`src/rtl/output_deskew_writer.sv`:
```
// De-skews per-column systolic-array results into aligned rows and writes each row
// to the output buffer at offset + row index.
module output_deskew_writer #(
  parameter  int WIDTH  = 8,
  parameter  int COL    = 4,
  parameter  int O_SIZE = 256,
  localparam int AW     = $clog2(O_SIZE)
) (
  input  logic                 clk_i,
  input  logic                 rst_i,
  input  logic                 start_i,
  input  logic [AW-1:0]        num_rows_i,
  input  logic [AW-1:0]        o_offset_i,
  input  logic [COL-1:0]       sa_valid_i,
  input  logic [COL*WIDTH-1:0] sa_data_i,
  output logic                 ob_mem_cenb_o,
  output logic                 ob_mem_wenb_o,
  output logic [AW-1:0]        ob_mem_addr_o,
  output logic [COL*WIDTH-1:0] ob_mem_data_o,
  output logic                 busy_o,
  output logic                 done_o,
  output logic                 err_o
);

  typedef enum logic [1:0] {
    S_IDLE = 2'd0,
    S_RUN  = 2'd1,
    S_DONE = 2'd2
  } state_t;

  state_t               r_state;
  state_t               w_state_nxt;

  logic [AW-1:0]        r_num_rows;
  logic [AW-1:0]        r_offset;
  logic [AW-1:0]        r_row_cnt;
  logic                 r_last;
  logic                 r_err;
  logic                 r_cenb;
  logic                 r_wenb;
  logic [AW-1:0]        r_addr;
  logic [COL*WIDTH-1:0] r_data;

  logic                 w_start;
  logic                 w_accept;
  logic                 w_partial;
  logic                 w_shift;
  logic [COL-1:0]       w_in_v;
  logic [COL-1:0]       w_dv;
  logic [COL*WIDTH-1:0] w_dd;

  // Valids are only admitted while a job runs; anything outside RUN is discarded.
  assign w_in_v = (r_state == S_RUN) ? sa_valid_i : '0;

  always_ff @(posedge clk_i) begin
    if (rst_i) begin
      r_state <= S_IDLE;
    end else begin
      r_state <= w_state_nxt;
    end
  end

  // RUN leaves for DONE the cycle the last write is on the port, so done_o
  // lands one cycle after that write; rows arriving meanwhile are ignored.
  always_comb begin
    w_state_nxt = r_state;
    w_start     = 1'b0;
    w_accept    = 1'b0;
    w_partial   = 1'b0;
    case (r_state)
      S_IDLE: begin
        if (start_i) begin
          w_state_nxt = S_RUN;
          w_start     = 1'b1;
        end
      end
      S_RUN: begin
        if (r_last) begin
          w_state_nxt = S_DONE;
        end else begin
          w_accept  = &w_dv;
          w_partial = (|w_dv) && !(&w_dv);
        end
      end
      S_DONE: begin
        w_state_nxt = S_IDLE;
      end
      default: begin
        w_state_nxt = S_IDLE;
      end
    endcase
  end

  // Delay lines shift only while staying in RUN; otherwise they flush to zero.
  assign w_shift = (r_state == S_RUN) && (w_state_nxt == S_RUN);

  for (genvar c = 0; c < COL; c++) begin : g_col
    localparam int unsigned D = COL - 1 - c;
    if (D == 0) begin : g_pass
      assign w_dv[c]                = w_in_v[c];
      assign w_dd[c*WIDTH +: WIDTH] = sa_data_i[c*WIDTH +: WIDTH];
    end else begin : g_dly
      logic [D-1:0]       r_v;
      logic [D*WIDTH-1:0] r_d;

      always_ff @(posedge clk_i) begin
        if (rst_i || !w_shift) begin
          r_v <= '0;
          r_d <= '0;
        end else begin
          r_v[0]         <= w_in_v[c];
          r_d[0 +: WIDTH] <= sa_data_i[c*WIDTH +: WIDTH];
          for (int unsigned i = 1; i < D; i++) begin
            r_v[i]             <= r_v[i-1];
            r_d[i*WIDTH +: WIDTH] <= r_d[(i-1)*WIDTH +: WIDTH];
          end
        end
      end

      assign w_dv[c]                = r_v[D-1];
      assign w_dd[c*WIDTH +: WIDTH] = r_d[(D-1)*WIDTH +: WIDTH];
    end
  end

  always_ff @(posedge clk_i) begin
    if (rst_i) begin
      r_num_rows <= '0;
      r_offset   <= '0;
      r_row_cnt  <= '0;
      r_last     <= 1'b0;
      r_err      <= 1'b0;
      r_cenb     <= 1'b1;
      r_wenb     <= 1'b1;
      r_addr     <= '0;
      r_data     <= '0;
    end else begin
      r_cenb <= 1'b1;
      r_wenb <= 1'b1;
      r_last <= 1'b0;
      if (w_start) begin
        r_num_rows <= num_rows_i;
        r_offset   <= o_offset_i;
        r_row_cnt  <= '0;
        r_err      <= 1'b0;
      end
      if (w_accept) begin
        r_cenb    <= 1'b0;
        r_wenb    <= 1'b0;
        r_addr    <= r_offset + r_row_cnt;
        r_data    <= w_dd;
        r_row_cnt <= r_row_cnt + 1'b1;
        r_last    <= (r_row_cnt == r_num_rows);
      end
      if (w_partial) begin
        r_err <= 1'b1;
      end
    end
  end

  assign ob_mem_cenb_o = r_cenb;
  assign ob_mem_wenb_o = r_wenb;
  assign ob_mem_addr_o = r_addr;
  assign ob_mem_data_o = r_data;
  assign busy_o        = (r_state != S_IDLE);
  assign done_o        = (r_state == S_DONE);
  assign err_o         = r_err;

endmodule

```
`config.mk`:
```
export PLATFORM = sky130hd
export DESIGN_NAME = output_deskew_writer
export DESIGN_NICKNAME = d
export VERILOG_FILES = /design/src/rtl/output_deskew_writer.sv
export SDC_FILE = /design/constraint.sdc
export NUM_CORES = 1
export LEC_CHECK = 0
export ABC_AREA = 1
export BUFFER_PORTS_ARGS = -buffer_cell sky130_fd_sc_hd__buf_2
export CORE_MARGIN = 5
export CORE_UTILIZATION = 45
export CTS_BUF_LIST = sky130_fd_sc_hd__clkbuf_8
export CTS_CLUSTER_DIAMETER = 200
export DETAILED_ROUTE_END_ITERATION = 16
export GPL_TIMING_DRIVEN = 0
export MAX_ROUTING_LAYER = met4
export PLACE_DENSITY_LB_ADDON = 0.25
export SLEW_MARGIN = 20
export SYNTH_ARGS = -nofsm -noshare
export SYNTH_HDL_FRONTEND = slang
export SYNTH_SLANG_ARGS = --single-unit
export TNS_END_PERCENT = 100
```
`constraint.sdc`:
```
create_clock -name clk_i -period 1.51 [get_ports clk_i]
set_input_delay 0.2265 -clock clk_i [delete_from_list [all_inputs] [get_ports clk_i]]
set_output_delay 0.2265 -clock clk_i [all_outputs]
set_load 0.01 [all_outputs]
```
==> results.sh <==
export IMPL_status="completed"
export IMPL_synth_area_top_cells="dfxtp_1, nand2_1, nor2_1, inv_1, o21ai_0"
export IMPL_dieWidth_um=109
export IMPL_grt_pass1_vias=3785
export IMPL_insertion_delay_ns=0.44
export IMPL_yosysSeqAreaShare=0.554
export IMPL_nFillCells=842
export IMPL_cp_required_ns=1.28
export IMPL_post_route_min_period_ns=1.45
export IMPL_dp_cells=796
export IMPL_skew_ns=0.0103
export IMPL_postSynthCellCount=564
export IMPL_grt_overflow_total=0
export IMPL_die_y_um=109
export IMPL_synth_seq_cells=123
export IMPL_yosysTopAreaCell="dfxtp_1"
export IMPL_fmax_mhz=691
export IMPL_hp_class="in -> reg"
export IMPL_stdcell_area_um2=6010
export IMPL_period_share=0.958
export IMPL_synth_nets=628
export IMPL_core_area_um2=9680
export IMPL_path_buf_inv=2
export IMPL_drv_cap=0
export IMPL_dr_pass1_iters=4
export IMPL_setup_tns_final_ns=0
export IMPL_ant_nets=0
export IMPL_diodes=0
export IMPL_gr_usage_all_layers=0.188
export IMPL_place_area_um2=5110
export IMPL_grt_max_degree=17
export IMPL_num_vias=3860
export IMPL_drt_iter0_drc=278
export IMPL_p_total_mw=6.78
export IMPL_antenna_found_initial=0
export IMPL_avgSynthCellArea_um2=7.88
export IMPL_dieArea_um2=12000
export IMPL_syn_area_um2=4440
export IMPL_leakagePower_nw=2.97
export IMPL_io_buffer_count=99
export IMPL_post_dp_hpwl_um=7000
export IMPL_wl_per_cell_um=11.8
export IMPL_crit_family="flip-flops"
export IMPL_initial_utilization=0.459
export IMPL_synth_distinct_cells=27
export IMPL_nNetsFinal=789
export IMPL_endpoint_kind="primary output"
export IMPL_ios=100
export IMPL_rows=36
export IMPL_cts_tree="yes"
export IMPL_path_max_fanout=3
export IMPL_slowest_stage="dfxtp_1"
export IMPL_drt_total_wl_um=10300
export IMPL_layout_cells_non_filler=871
export IMPL_area_growth_pct=35.1
export IMPL_yosys_warnings=0
export IMPL_root_buffer="clkbuf_8"
export IMPL_cts_htree_levels=4
export IMPL_cpPeakStageDelay_ns=0.35
export IMPL_slew_violations=0
export IMPL_path_cells="inv_1 > nor2_1 > buf_2"
export IMPL_finalSetupViolCount=0
export IMPL_power_density_nw_per_um2=1130
export IMPL_cts_buffers=17
export IMPL_clk_pin_slew_ns=0.07
export IMPL_drc=0
export IMPL_ir_worst_vdd_v=0.000544
export IMPL_vias_per_cell=4.43
export IMPL_max_slew_margin_rel=0.739
export IMPL_fin_util=0.620
export IMPL_rsz0062_at_grt="yes"
export IMPL_tightest_slew_ns=0.391
export IMPL_drive_gt1_frac=0.247
export IMPL_hold_viol=0
export IMPL_synth_top_area_share=0.554
export IMPL_grt_pass1_wl_um=16900
export IMPL_gp_congestion=0.873
export IMPL_layout_common_cells="nand2_1, dfxtp_1, buf_2"
export IMPL_start_kind="flip-flop"
export IMPL_crit_arrival_ns=1.22
export IMPL_cts_sink_count=123
export IMPL_critPathKind="reg -> out"
export IMPL_final_common_cell="nand2_1"
export IMPL_clockBufferDepth=2
-- layout make-up --
type                       count  area [um2]  area share
buffer                        18         108      0.0179
clock buffer                  18         248      0.0413
clock inverter                14         160      0.0267
inverter                      78         304      0.0506
multi-input combinational    345        1640       0.273
sequential                   123        2480       0.412
tap                          133         166      0.0277
timing repair buffer         142         906       0.151
-- registers in the layout (all words and copies together), names as in the netlist --
register,cells
r_num_rows,8
err_o,1
r_last,1
ob_mem_addr_o,8
ob_mem_wenb_o,1
g_col.g_dly.r_d,48
r_offset,8
r_state,2
ob_mem_data_o,32
g_col.g_dly.r_v,6
r_row_cnt,8
-- path summary, 6_finish.rpt --
check / startpoint / to / slack (ns) / cells after the start
min reg2reg: g_col[1].g_dly.r_d[7] / g_col[1].g_dly.r_d[15] / 0.41 / 2
max: r_state[1] / done_o / 0.06 / 3
min: num_rows_i[4] / r_num_rows[4] / 0.04 / 3
max reg2reg: r_row_cnt[0] / ob_mem_addr_o[6] / 0.07 / 9
-- tightest hold or removal path, delay by kind of cell --
kind | cells | cell delay (ns)
AO/OA/AOI/OAI | 1 | 0.07
buffers and inverters | 1 | 0.07
AND/OR/NAND/NOR | 1 | 0.08
-- where the power goes --
| group | internal, mW | switching, mW |
|---|---|---|
| Clock | 1.55 | 1.40 |
| Sequential | 3.32 | 0.0438 |
| Combinational | 0.221 | 0.248 |
| Total | 5.09 | 1.69 |
-- through the flow --
step | hold WS, ns | setup slack (ns)
after global placement | 0.397 | -0.138
after CTS | 0.0100 | -0.00922
after global routing | 0.0356 | -0.00994
after detailed placement | 0.398 | -0.187
final | 0.0413 | 0.0629
after floorplan | 0.296 | 0.0273
-- cells in the mapped netlist --
cell / count
nand2_1: 159
dfxtp_1: 123
nor2_1: 103
inv_1: 76
o21ai_0: 23
nand3_1: 14
buf_2: 10
a21oi_1: 8
ha_1: 8
xnor2_1: 6
nor3_1: 5
xor2_1: 5
nand3b_1: 4
buf_6: 3
buf_1: 2
clkbuf_1: 2
nand3_4: 2
nand4_1: 2
a21boi_0: 1
a21oi_2: 1
buf_4: 1
clkinv_1: 1
fa_1: 1
inv_4: 1
nand3_2: 1
nor2_8: 1
or2_2: 1
-- layer usage --
metal  track usage  vias to the layer above  wire length, um
met4        0.0819                        0              231
met3        0.0622                       21              759
met2         0.313                      118             4980
met1         0.205                     1700             4300
li1              -                     2021                -
met5             -                        -                0
-- repair_timing --
action	4_1_cts	5_1_grt
hold buffers	35	0
buffers inserted	0	8
setup endpoints to repair	14	96
gates cloned	0	0
endpoints found under the hold margin	35	0
gates resized for setup	8	22
pin swaps	0	5
-- kinds of logic after synthesis --
family	after synthesis	share of synthesized area
simple gates	292	0.268
flops	123	0.554
buf+inv	96	0.0904
compound gates	33	0.0386
xor+xnor	11	0.0217
fa+ha+maj	9	0.0270
(Power assumes the default switching activity.)
